$ cat src/rtl/key_pkg.sv
// Shared types and defaults for the push-button front end.
package key_pkg;

  localparam int CLK_HZ        = 50_000_000;
  localparam int DEBOUNCE_20MS = 1_000_000;
  localparam int LONG_1S       = 50_000_000;

  typedef enum logic [1:0] {
    IDLE       = 2'd0,
    PRESS_DB   = 2'd1,
    HELD       = 2'd2,
    RELEASE_DB = 2'd3
  } key_state_e;

  // Normalise a synchronised pin to 1 = pressed.
  function automatic logic key_act(input logic pin, input logic active_low);
    if (active_low) begin
      return ~pin;
    end else begin
      return pin;
    end
  endfunction

endpackage

$ cat src/rtl/key_sync.sv
// Two-flop synchroniser for slow board inputs; resets to the pin's idle level.
module key_sync #(
  parameter logic RST_VAL = 1'b1
) (
  input  logic clk,
  input  logic rst_n,
  input  logic d,
  output logic q
);

  logic meta_r;
  logic sync_r;

  always_ff @(posedge clk) begin
    if (!rst_n) begin
      meta_r <= RST_VAL;
      sync_r <= RST_VAL;
    end else begin
      meta_r <= d;
      sync_r <= meta_r;
    end
  end

  assign q = sync_r;

endmodule

$ cat src/rtl/key_debounce.sv
// Debounces one push-button and emits level plus press/release/long-press pulses.
module key_debounce
  import key_pkg::*;
#(
  parameter int DEBOUNCE_CYCLES = DEBOUNCE_20MS,
  parameter int LONG_CYCLES     = LONG_1S,
  parameter bit KEY_ACTIVE_LOW  = 1'b1,
  parameter int CNT_W           = 26
) (
  input  logic clk,
  input  logic rst_n,
  input  logic key_in,
  output logic key_level,
  output logic key_press,
  output logic key_release,
  output logic key_long
);

  localparam logic [CNT_W-1:0] DB_LAST   = CNT_W'(DEBOUNCE_CYCLES - 1);
  localparam logic [CNT_W-1:0] LONG_LAST = CNT_W'(LONG_CYCLES - 1);
  localparam logic [CNT_W-1:0] CNT_ZERO  = {CNT_W{1'b0}};
  localparam logic [CNT_W-1:0] CNT_ONE   = CNT_W'(1);

  logic             pin_s;
  logic             act_s;
  key_state_e       state_r, state_s;
  logic [CNT_W-1:0] db_cnt_r, db_cnt_s;
  logic [CNT_W-1:0] long_cnt_r, long_cnt_s;
  logic             long_done_r, long_done_s;
  logic             press_s, release_s, long_s, level_s;

  key_sync #(.RST_VAL(KEY_ACTIVE_LOW)) u_sync (
    .clk   (clk),
    .rst_n (rst_n),
    .d     (key_in),
    .q     (pin_s)
  );

  assign act_s = key_act(pin_s, KEY_ACTIVE_LOW);

  always_comb begin
    state_s     = state_r;
    db_cnt_s    = db_cnt_r;
    long_cnt_s  = long_cnt_r;
    long_done_s = long_done_r;
    press_s     = 1'b0;
    release_s   = 1'b0;
    long_s      = 1'b0;

    // Hold timer keeps running through release debounce so a bounce cannot restart it.
    if ((state_r == HELD) || (state_r == RELEASE_DB)) begin
      if (long_cnt_r == LONG_LAST) begin
        if (!long_done_r) begin
          long_s      = 1'b1;
          long_done_s = 1'b1;
        end else begin
          long_s      = 1'b0;
        end
      end else begin
        long_cnt_s = long_cnt_r + CNT_ONE;
      end
    end else begin
      long_cnt_s = long_cnt_r;
    end

    case (state_r)
      IDLE: begin
        if (act_s) begin
          state_s  = PRESS_DB;
          db_cnt_s = CNT_ZERO;
        end else begin
          state_s  = IDLE;
        end
      end
      PRESS_DB: begin
        if (!act_s) begin
          state_s = IDLE;
        end else if (db_cnt_r == DB_LAST) begin
          state_s     = HELD;
          press_s     = 1'b1;
          long_cnt_s  = CNT_ZERO;
          long_done_s = 1'b0;
        end else begin
          db_cnt_s = db_cnt_r + CNT_ONE;
        end
      end
      HELD: begin
        if (!act_s) begin
          state_s  = RELEASE_DB;
          db_cnt_s = CNT_ZERO;
        end else begin
          state_s  = HELD;
        end
      end
      RELEASE_DB: begin
        if (act_s) begin
          state_s = HELD;
        end else if (db_cnt_r == DB_LAST) begin
          state_s   = IDLE;
          release_s = 1'b1;
        end else begin
          db_cnt_s = db_cnt_r + CNT_ONE;
        end
      end
      default: begin
        state_s = IDLE;
      end
    endcase

    level_s = (state_s == HELD) || (state_s == RELEASE_DB);
  end

  always_ff @(posedge clk) begin
    if (!rst_n) begin
      state_r     <= IDLE;
      db_cnt_r    <= CNT_ZERO;
      long_cnt_r  <= CNT_ZERO;
      long_done_r <= 1'b0;
      key_level   <= 1'b0;
      key_press   <= 1'b0;
      key_release <= 1'b0;
      key_long    <= 1'b0;
    end else begin
      state_r     <= state_s;
      db_cnt_r    <= db_cnt_s;
      long_cnt_r  <= long_cnt_s;
      long_done_r <= long_done_s;
      key_level   <= level_s;
      key_press   <= press_s;
      key_release <= release_s;
      key_long    <= long_s;
    end
  end

endmodule
$ cat config.mk
export PLATFORM = sky130hd
export DESIGN_NAME = key_debounce
export DESIGN_NICKNAME = d
export VERILOG_FILES = /design/src/rtl/key_pkg.sv /design/src/rtl/key_sync.sv /design/src/rtl/key_debounce.sv
export SDC_FILE = /design/constraint.sdc
export NUM_CORES = 1
export LEC_CHECK = 0
export CORE_MARGIN = 2
export CORE_UTILIZATION = 50
export DETAILED_ROUTE_END_ITERATION = 10
export PLACE_DENSITY_LB_ADDON = 0.05
export SLEW_MARGIN = 10
export SYNTH_ARGS = -nofsm -noshare
export SYNTH_HDL_FRONTEND = slang
export SYNTH_SLANG_ARGS = --single-unit
$ cat constraint.sdc
create_clock -name clk -period 1.9 [get_ports clk]
set_input_delay 0.19 -clock clk [delete_from_list [all_inputs] [get_ports clk]]
set_output_delay 0.19 -clock clk [all_outputs]
set_load 0.01 [all_outputs]
==> flow_metrics.env <==
export IMPL_status="completed"
export IMPL_post_cts_resized=0
export IMPL_drive_gt1_frac=0.136
export IMPL_synth_avg_cell_area_um2=8.43
export IMPL_synth_seq_cells=61
export IMPL_grt_pass1_wl_mm=9.93
export IMPL_pre_cts_slack_ns=0.108
export IMPL_grt_ovfl_total=0
export IMPL_syn_nets=342
export IMPL_cap_violations=0
export IMPL_clkTransAtPathRegs_ns=0.07
export IMPL_cts_buffer_depth=2
export IMPL_clkLatencyLatePin_ns=0.34
export IMPL_critPathLaunchType="flip-flop"
export IMPL_cts_buffers=9
export IMPL_path_cells="or4b_4 -> nor4_4 -> buf_4 -> nand2_1 -> nand3_1 -> nor3b_1"
export IMPL_fin_crit_sh=0.936
export IMPL_postCtsHoldBufs=0
export IMPL_worstSetupPathType="flip-flop to flip-flop"
export IMPL_layout_nets=367
export IMPL_finalHoldViolCount=0
export IMPL_cp_slowest_cell="or4b_4"
export IMPL_cp_max_fo=6
export IMPL_hpwl_mm=4.01
export IMPL_via_per_inst=5.46
export IMPL_cts_tree="yes"
export IMPL_syn_to_final_growth_pct=18.2
export IMPL_setup_violations=0
export IMPL_die_y_um=79.4
export IMPL_leakage_nw=1.09
export IMPL_period_minus_slack_ns=1.78
export IMPL_synth_cell_types=37
export IMPL_core_um2=5510
export IMPL_max_stage_delay_ns=0.56
export IMPL_drt_wl_total_mm=5.73
export IMPL_synthTopCellsByCount="61 x dfxtp_1, 54 x nor2_1, 29 x xnor2_1, 20 x nand2_1, 20 x nand3_1"
export IMPL_yosysMostFrequentCell="dfxtp_1"
export IMPL_antenna_found_initial=0
export IMPL_drt_iter0_drc=123
export IMPL_antenna_cells=0
export IMPL_synth_area_um2=2840
export IMPL_post_cts_setup_buffers=0
export IMPL_timing_fmax_ghz=0.562
export IMPL_crit_path_end_kind="flip-flop"
export IMPL_yosysSeqAreaShare=0.430
export IMPL_yosys_warnings=0
export IMPL_first_pass_iters=4
export IMPL_ant_nets=0
export IMPL_fin_tns_setup_ns=0
export IMPL_yosysTopAreaCell="dfxtp_1"
export IMPL_clock_root_buffer="clkbuf_8"
export IMPL_synth_area_leaders="dfxtp_1 43%, xnor2_1 8.9%, nor2_1 7.1%"
export IMPL_cts_htree_levels=3
export IMPL_p_per_area_nw_per_um2=781
export IMPL_synth_top_area_share=0.430
export IMPL_gp_congestion=0.763
export IMPL_row_count=27
export IMPL_grt_total_usage=0.203
export IMPL_cp_arrival_ns=2.04
export IMPL_initial_core_util=0.516
export IMPL_clock_sinks=61
export IMPL_finClkSkew_ns=0.00530
export IMPL_grt_setup_unrepaired="no"
export IMPL_dieArea_um2=6300
export IMPL_synthArstFlopShare=0
export IMPL_hold_path_class="flip-flop to flip-flop"
export IMPL_grt_pass1_vias=2239
export IMPL_synth_edf_count=0
export IMPL_die_x_um=79.4
export IMPL_slew_viol_final=0
export IMPL_max_slew_margin=0.696
export IMPL_drc=0
export IMPL_route_vias_total=2395
export IMPL_max_slew_worst_pin_slew_ns=0.451
export IMPL_wl_per_cell_um=13.0
export IMPL_vdd_ir_drop_max_v=0.000485
export IMPL_portBuffers=6
export IMPL_grt_max_degree=28
export IMPL_synth_ff_type="dfxtp_1"
export IMPL_worst_slack_ns=0.121
export IMPL_critPathRequiredTime_ns=2.16
export IMPL_io_pins=7
export IMPL_syn_instance_count=337
export IMPL_fin_total_pwr_mw=2.62
-- critical path: cells and delay by family, from the launching register on --
family	cells	cell delay (ns)
flip-flops	1	0.35
AND/OR/NAND/NOR	5	1.18
buffers and inverters	1	0.17
-- area by class of cell --
type / instances / area [um2]
clock inverter: 2 / 37.5
clock buffer: 14 / 193
multi-input combinational: 252 / 1540
timing repair buffer: 28 / 238
inverter: 10 / 37.5
fill: 504 / 2150
sequential: 61 / 1220
tap: 72 / 90.1
-- report_power, final --
| part | leakage [nW] | switching, mW | internal [mW] |
|---|---|---|---|
| Sequential | 0.492 | 0.00247 | 1.28 |
| Clock | 0.115 | 0.504 | 0.785 |
| Combinational | 0.488 | 0.0321 | 0.0179 |
| Total | 1.09 | 0.539 | 2.08 |
-- layer usage --
metal  share of wire  routed length, um  GRT usage  up-vias
met5               0                  0          0        -
met2            0.49               2830      0.352       19
met1            0.47               2670      0.236     1124
met3           0.018                103     0.0441       13
li1                -                  -          -     1239
met4           0.022                125      0.103        0
-- path summary, 6_finish.rpt --
check                           start                  endpoint  slack, ns  cells past startpoint
max          long_cnt_r[7]$_SDFF_PN0_  long_cnt_r[6]$_SDFF_PN0_       0.12                      6
max reg2reg  long_cnt_r[7]$_SDFF_PN0_  long_cnt_r[6]$_SDFF_PN0_       0.12                      6
min          u_sync.meta_r$_SDFF_PN1_       u_sync.q$_SDFF_PN1_       0.41                      1
min reg2reg  u_sync.meta_r$_SDFF_PN1_       u_sync.q$_SDFF_PN1_       0.41                      1
-- placed cells by master (no fill, tap or decap), types with 8 or more instances in the layout --
cell type / instances
nand4_1: 18
o21ai_0: 8
nor4_1: 11
nand2_1: 19
nor3_1: 12
xnor2_1: 29
xor2_1: 10
or3_1: 8
nor2_1: 53
buf_4: 21
inv_1: 10
nand3_1: 20
dfxtp_1: 61
a21oi_1: 14
clkbuf_8: 14
-- kinds of logic (layout without fill, tap and decap cells) --
group / after synthesis / count (layout) / synth area share
flops: 61 / 61 / 0.430
buf+inv: 24 / 54 / 0.0370
compound gates: 32 / 32 / 0.0634
simple gates: 178 / 178 / 0.335
fa+ha+maj: 2 / 2 / 0.00881
xor+xnor: 40 / 40 / 0.126
-- flip-flops by register name, summed over array words and instances (netlist names) --
| register | count |
|---|---|
| long_cnt_r | 26 |
| u_sync.q | 1 |
| db_cnt_r | 26 |
| key_press | 1 |
| state_r | 2 |
| long_done_r | 1 |
| key_level | 1 |
| key_release | 1 |
| key_long | 1 |
| u_sync.meta_r | 1 |
-- metrics by stage --
stage	util	std cells	hold slack, ns	area, um2
2_1_floorplan	-	337	0.291	2840
3_3_place_gp	0.563	423	0.400	3100
3_5_place_dp	0.563	423	0.396	3100
4_1_cts	0.605	439	0.402	3330
5_1_grt	0.610	439	0.414	3360
6_report	0.610	439	0.408	3360
Power figures use the tool's default switching activity.
==> edit 1 (same settings) <==
The 4 states of `key_state_e` get a one-hot encoding in 4 bits.
--- a/src/rtl/key_pkg.sv
+++ b/src/rtl/key_pkg.sv
@@ -5,11 +5,11 @@
   localparam int DEBOUNCE_20MS = 1_000_000;
   localparam int LONG_1S       = 50_000_000;
 
-  typedef enum logic [1:0] {
-    IDLE       = 2'd0,
-    PRESS_DB   = 2'd1,
-    HELD       = 2'd2,
-    RELEASE_DB = 2'd3
+  typedef enum logic [3:0] {
+    IDLE       = 4'b0001,
+    PRESS_DB   = 4'b0010,
+    HELD       = 4'b0100,
+    RELEASE_DB = 4'b1000
   } key_state_e;
 
   // Normalise a synchronised pin to 1 = pressed.
Check against the original RTL: same outputs for any inputs over 10 cycles, from zero or initial values and one cycle with rst_n low; not proved beyond that.
==> edit 1 against the unedited design <==
The flow now finishes with violations (negative setup slack); sequential share of layout area shrank 6.6 points; total power shrank 0.16%; highest routed layer unchanged; design area grew 27%; fmax shrank 10%; area after synthesis grew 5.9%; routed wire length grew 28%; worst setup slack lost 0.20 ns; critical path type unchanged; die area grew 5.6%; sequential cell count grew 2; clock power shrank 7%; clock skew grew 0.0016 ns; combinational power grew 89%; synthesized cell count grew 6.2%.
==> edit 1: results (changes against the unedited design) <==
Synth Area in Compound Gates = 5.657% (was 6.341%)
CTS resizes = 13 (was 0)
Combinational fraction of design power = 3.6% (was 1.9%)
Setup ws final = -0.08138 ns (was 0.1212 ns)
Top Registers = db_cnt_r x26, long_cnt_r x26, state_r x4 (was db_cnt_r x26, long_cnt_r x26, state_r x2)
P_sw = 581.8 uW (was 539.0 uW)
Mux share of post-synthesis cell area = 0.6656% (was 0%)
Layout fillers = 454 (was 504)
Actual slew at the worst max-slew pin = 0.4937 ns (was 0.4512 ns)
Hold Crit Start = key_in (was u_sync.meta_r)
Final setup skew = 0.006861 ns (was 0.005305 ns)
R2r startpoint = state_r[1] (was long_cnt_r[7])
Layout cell share with drive strength beyond 1 = 34.09% (was 13.62%)
Synth cell count leaders = 63 x dfxtp_1, 54 x nor2_1, 28 x nand2_1, 27 x xnor2_1, 22 x nor3_1 (was 61 x dfxtp_1, 54 x nor2_1, 29 x xnor2_1, 20 x nand2_1, 20 x nand3_1)
M2 GR Usage = 40.08% (was 35.17%)
Cell total after placement = 492 (was 423)
DP Area = 3789 um^2 (was 3102 um^2)
Leak pwr = 0.001509 uW (was 0.001094 uW)
# setup viols final = 21 (was 0)
Synth Area in XOR/XNOR = 12.81% (was 12.59%)
Worst r2r path cells = 9 (was 6)
Worst hold path class = in -> reg (was reg -> reg)
Status = complete, but fails checks (was complete, no violations)
Mapped Cells = 358 (was 337)
Met1 wire length = 3267 um (was 2671 um)
Hold slack = 0.4106 ns (was 0.4083 ns)
Library cells used by synthesis = 44 (was 37)
Via/cell ratio = 5.448 (was 5.456)
Violated checks = negative setup slack
[edit 1: layout make-up]
type | count | area share, %
Clock inverter | 5 | 1.318
Tap cell | 75 | 2.196
Inverter | 4 | 0.3514
Clock buffer | 11 | 3.543
Sequential cell | 63 | 29.72
Multi-Input combinational cell | 275 | 45.97
Timing Repair Buffer | 85 | 16.90
[edit 1: cells by family after synthesis]
kind of cell	count (synthesis)
compound gates	28
xor+xnor	44
fa+ha+maj	2
buf+inv	21
flops	63
mux	2
simple gates	198
[edit 1: per-stage QoR]
| step | setup slack [ns] | TNS (ns) |
|---|---|---|
| 2_1_floorplan | -0.2423 | -4.659 |
| 3_3_place_gp | -0.08332 | -1.489 |
| 3_5_place_dp | -0.1050 | -2.082 |
| 4_1_cts | -0.05169 | -0.09499 |
| 5_1_grt | -0.1703 | -3.400 |
| 6_report | -0.08138 | -0.9062 |
==> edit 2 (config.mk and constraints unchanged) <==
Without the edit above. `CNT_W`: 26 -> 22.
--- a/src/rtl/key_debounce.sv
+++ b/src/rtl/key_debounce.sv
@@ -5,7 +5,7 @@
   parameter int DEBOUNCE_CYCLES = DEBOUNCE_20MS,
   parameter int LONG_CYCLES     = LONG_1S,
   parameter bit KEY_ACTIVE_LOW  = 1'b1,
-  parameter int CNT_W           = 26
+  parameter int CNT_W           = 22
 ) (
   input  logic clk,
   input  logic rst_n,
Check against the original RTL: no difference found for any inputs over 10 cycles, from zero or initial values and one cycle with rst_n low; that may be too few to reach the edited logic, so the function may still have changed.
==> edit 2 against the unedited design <==
Sequential power decreased by 13%; worst setup slack got worse by 0.024 ns; worst hold slack improved by 0.016 ns; total power decreased by 25%; design area decreased by 16%; clock power decreased by 38%; non-clock buffer count decreased by 5; sequential cell count decreased by 8; area after synthesis decreased by 14%; routed wire length decreased by 17%; critical path type unchanged.
==> edit 2: results (changes against the unedited design) <==
Worst Path Arrival = 2.00 ns (was 2.04 ns)
Layout cell share with drive strength beyond 1 = 11.48% (was 13.62%)
Met1 wire length = 2587 um (was 2671 um)
Drt initial violations = 124 (was 123)
CP peak stage delay = 0.47 ns (was 0.56 ns)
Reg2reg setup slack = 0.1 ns (was 0.12 ns)
Post-Synth Adder-Cell Area = 1.024% (was 0.8807%)
Library cells used by synthesis = 41 (was 37)
Top_reg_cell synth = dfxtp_1 (unchanged)
Slew Limit Headroom = 72.98% (was 69.65%)
Clock Latency Late Sink = 0.31 ns (was 0.34 ns)
Synth Area in XOR/XNOR = 10.39% (was 12.59%)
Mux share of post-synthesis cell area = 0% (unchanged)
CP max-delay cell = or4_4 (was or4b_4)
Synth cell count leaders = 53 x dfxtp_1, 34 x nor2_1, 20 x nand2_1, 18 x a21oi_1, 17 x nand3_1 (was 61 x dfxtp_1, 54 x nor2_1, 29 x xnor2_1, 20 x nand2_1, 20 x nand3_1)
IO buf count = 6 (unchanged)
Vias = 2020 (was 2395)
Syn nets = 286 (was 342)
Cell total after placement = 362 (was 423)
Status = complete, no violations (unchanged)
P_sw = 399.8 uW (was 539.0 uW)
Critical path fanouts, max = 7 (was 6)
Vias in the first global route = 1802 (was 2239)
Max layer used = met4 (unchanged)
Pre-CTS WS = 0.07897 ns (was 0.1084 ns)
Peak supply drop = 411.4 uV (was 484.6 uV)
Final setup skew = 0.006304 ns (was 0.005305 ns)
CP Launch Point = long_cnt_r[9] (was long_cnt_r[7])
Total global routing track utilization = 19.17% (was 20.35%)
Final HPWL DP = 3351 um (was 4009 um)
CTS buffer count = 5 (was 9)
H-tree Lvls = 2 (was 3)
Top Registers = db_cnt_r x22, long_cnt_r x22, state_r x2 (was db_cnt_r x26, long_cnt_r x26, state_r x2)
Syn_area_per_cell = 8.696 um^2 (was 8.432 um^2)
Post-Route WL = 4742 um (was 5727 um)
Post-synth ARST share = 0% (unchanged)
Seq/Total Area, Yosys = 43.42% (was 42.98%)
Area contributors post-synth = dfxtp_1 43%, xnor2_1 5.7%, nor2_1 5.2%, xor2_1 4.7%, a21oi_1 3.7% (was dfxtp_1 43%, xnor2_1 8.9%, nor2_1 7.1%, nand4_1 4.0%, nand3_1 3.5%)
WHS Path Cells = 1 (unchanged)
Met3 WL post-DR = 167 um (was 103 um)
Worst-path clk slew = 0.09 ns (was 0.07 ns)
Final #Nets = 309 (was 367)
Hold Crit Start = u_sync.meta_r (unchanged)
Worst r2r path cells = 5 (was 6)
Synth Area in Compound Gates = 11.11% (was 6.341%)
Metal2 WL = 1927 um (was 2826 um)
Worst r2r dst = long_cnt_r[19] (was long_cnt_r[6])
RePlAce Congestion = 0.7788 (was 0.7631)
Layout fillers = 422 (was 504)
First-pass GRT wire length = 8059 um (was 9929 um)
Fmax = 554.8 MHz (was 562.2 MHz)
Pin count of the biggest net entering global routing = 24 (was 28)
N_diodes = 0 (unchanged)
Leak pwr = 0.0008981 uW (was 0.001094 uW)
Via/cell ratio = 5.430 (was 5.456)
[edit 2: cell count changes in the layout (fill, tap and decap cells not counted), sizes merged, moves of 4 or more]
| cell | unedited run | this run |
|---|---|---|
| clkbuf | 14 | 7 |
| nor4 | 14 | 5 |
| xnor2 | 30 | 16 |
| buf | 22 | 17 |
| a21oi | 14 | 18 |
| dfxtp | 61 | 53 |
| o21ai | 10 | 16 |
| nand4 | 19 | 12 |
| nor2 | 54 | 34 |
[edit 2: power groups by stage]
stage	Sequential, uW	Clock, uW	Combinational, uW
final	1110	797	50.7
after global routing	1120	859	55.6
after CTS	1110	816	50.0
after detailed placement	1140	0	50.1
after global placement	1140	0	49.7
after floorplan	1140	0	27.1
[edit 2: kinds of logic after synthesis]
family | count (synthesis)
and+or+nand+nor | 140
adders and majority gates | 2
DFF | 53
AOI/OAI and AO/OA | 42
xor gates and xnor gates | 29
buffers and inverters | 15
[edit 2: routing by layer]
metal	up-vias	track usage, %
li1	1044	-
met1	938	28.51
met2	31	26.98
met3	7	4.938
met4	0	6.061
met5	-	0
[edit 2: layout make-up]
cell class | count | share of cell area, %
clock buffers | 7 | 3.064
clock inverters | 1 | 1.066
inverters | 8 | 1.066
multi-input cells | 213 | 47.07
flip-flops and latches | 53 | 37.66
well taps | 67 | 2.975
repair buffers | 23 | 7.105
[edit 2: stage by stage]
| stage | area, um^2 | utilization [%] | hold slack, ns |
|---|---|---|---|
| 4_1_cts | 2794 | 59.15 | 0.4276 |
| 3_3_place_gp | 2678 | 56.69 | 0.3886 |
| 6_report | 2818 | 59.66 | 0.4244 |
| 5_1_grt | 2818 | 59.66 | 0.4463 |
| 3_5_place_dp | 2678 | 56.69 | 0.4041 |
| 2_1_floorplan | 2444 | - | 0.2915 |
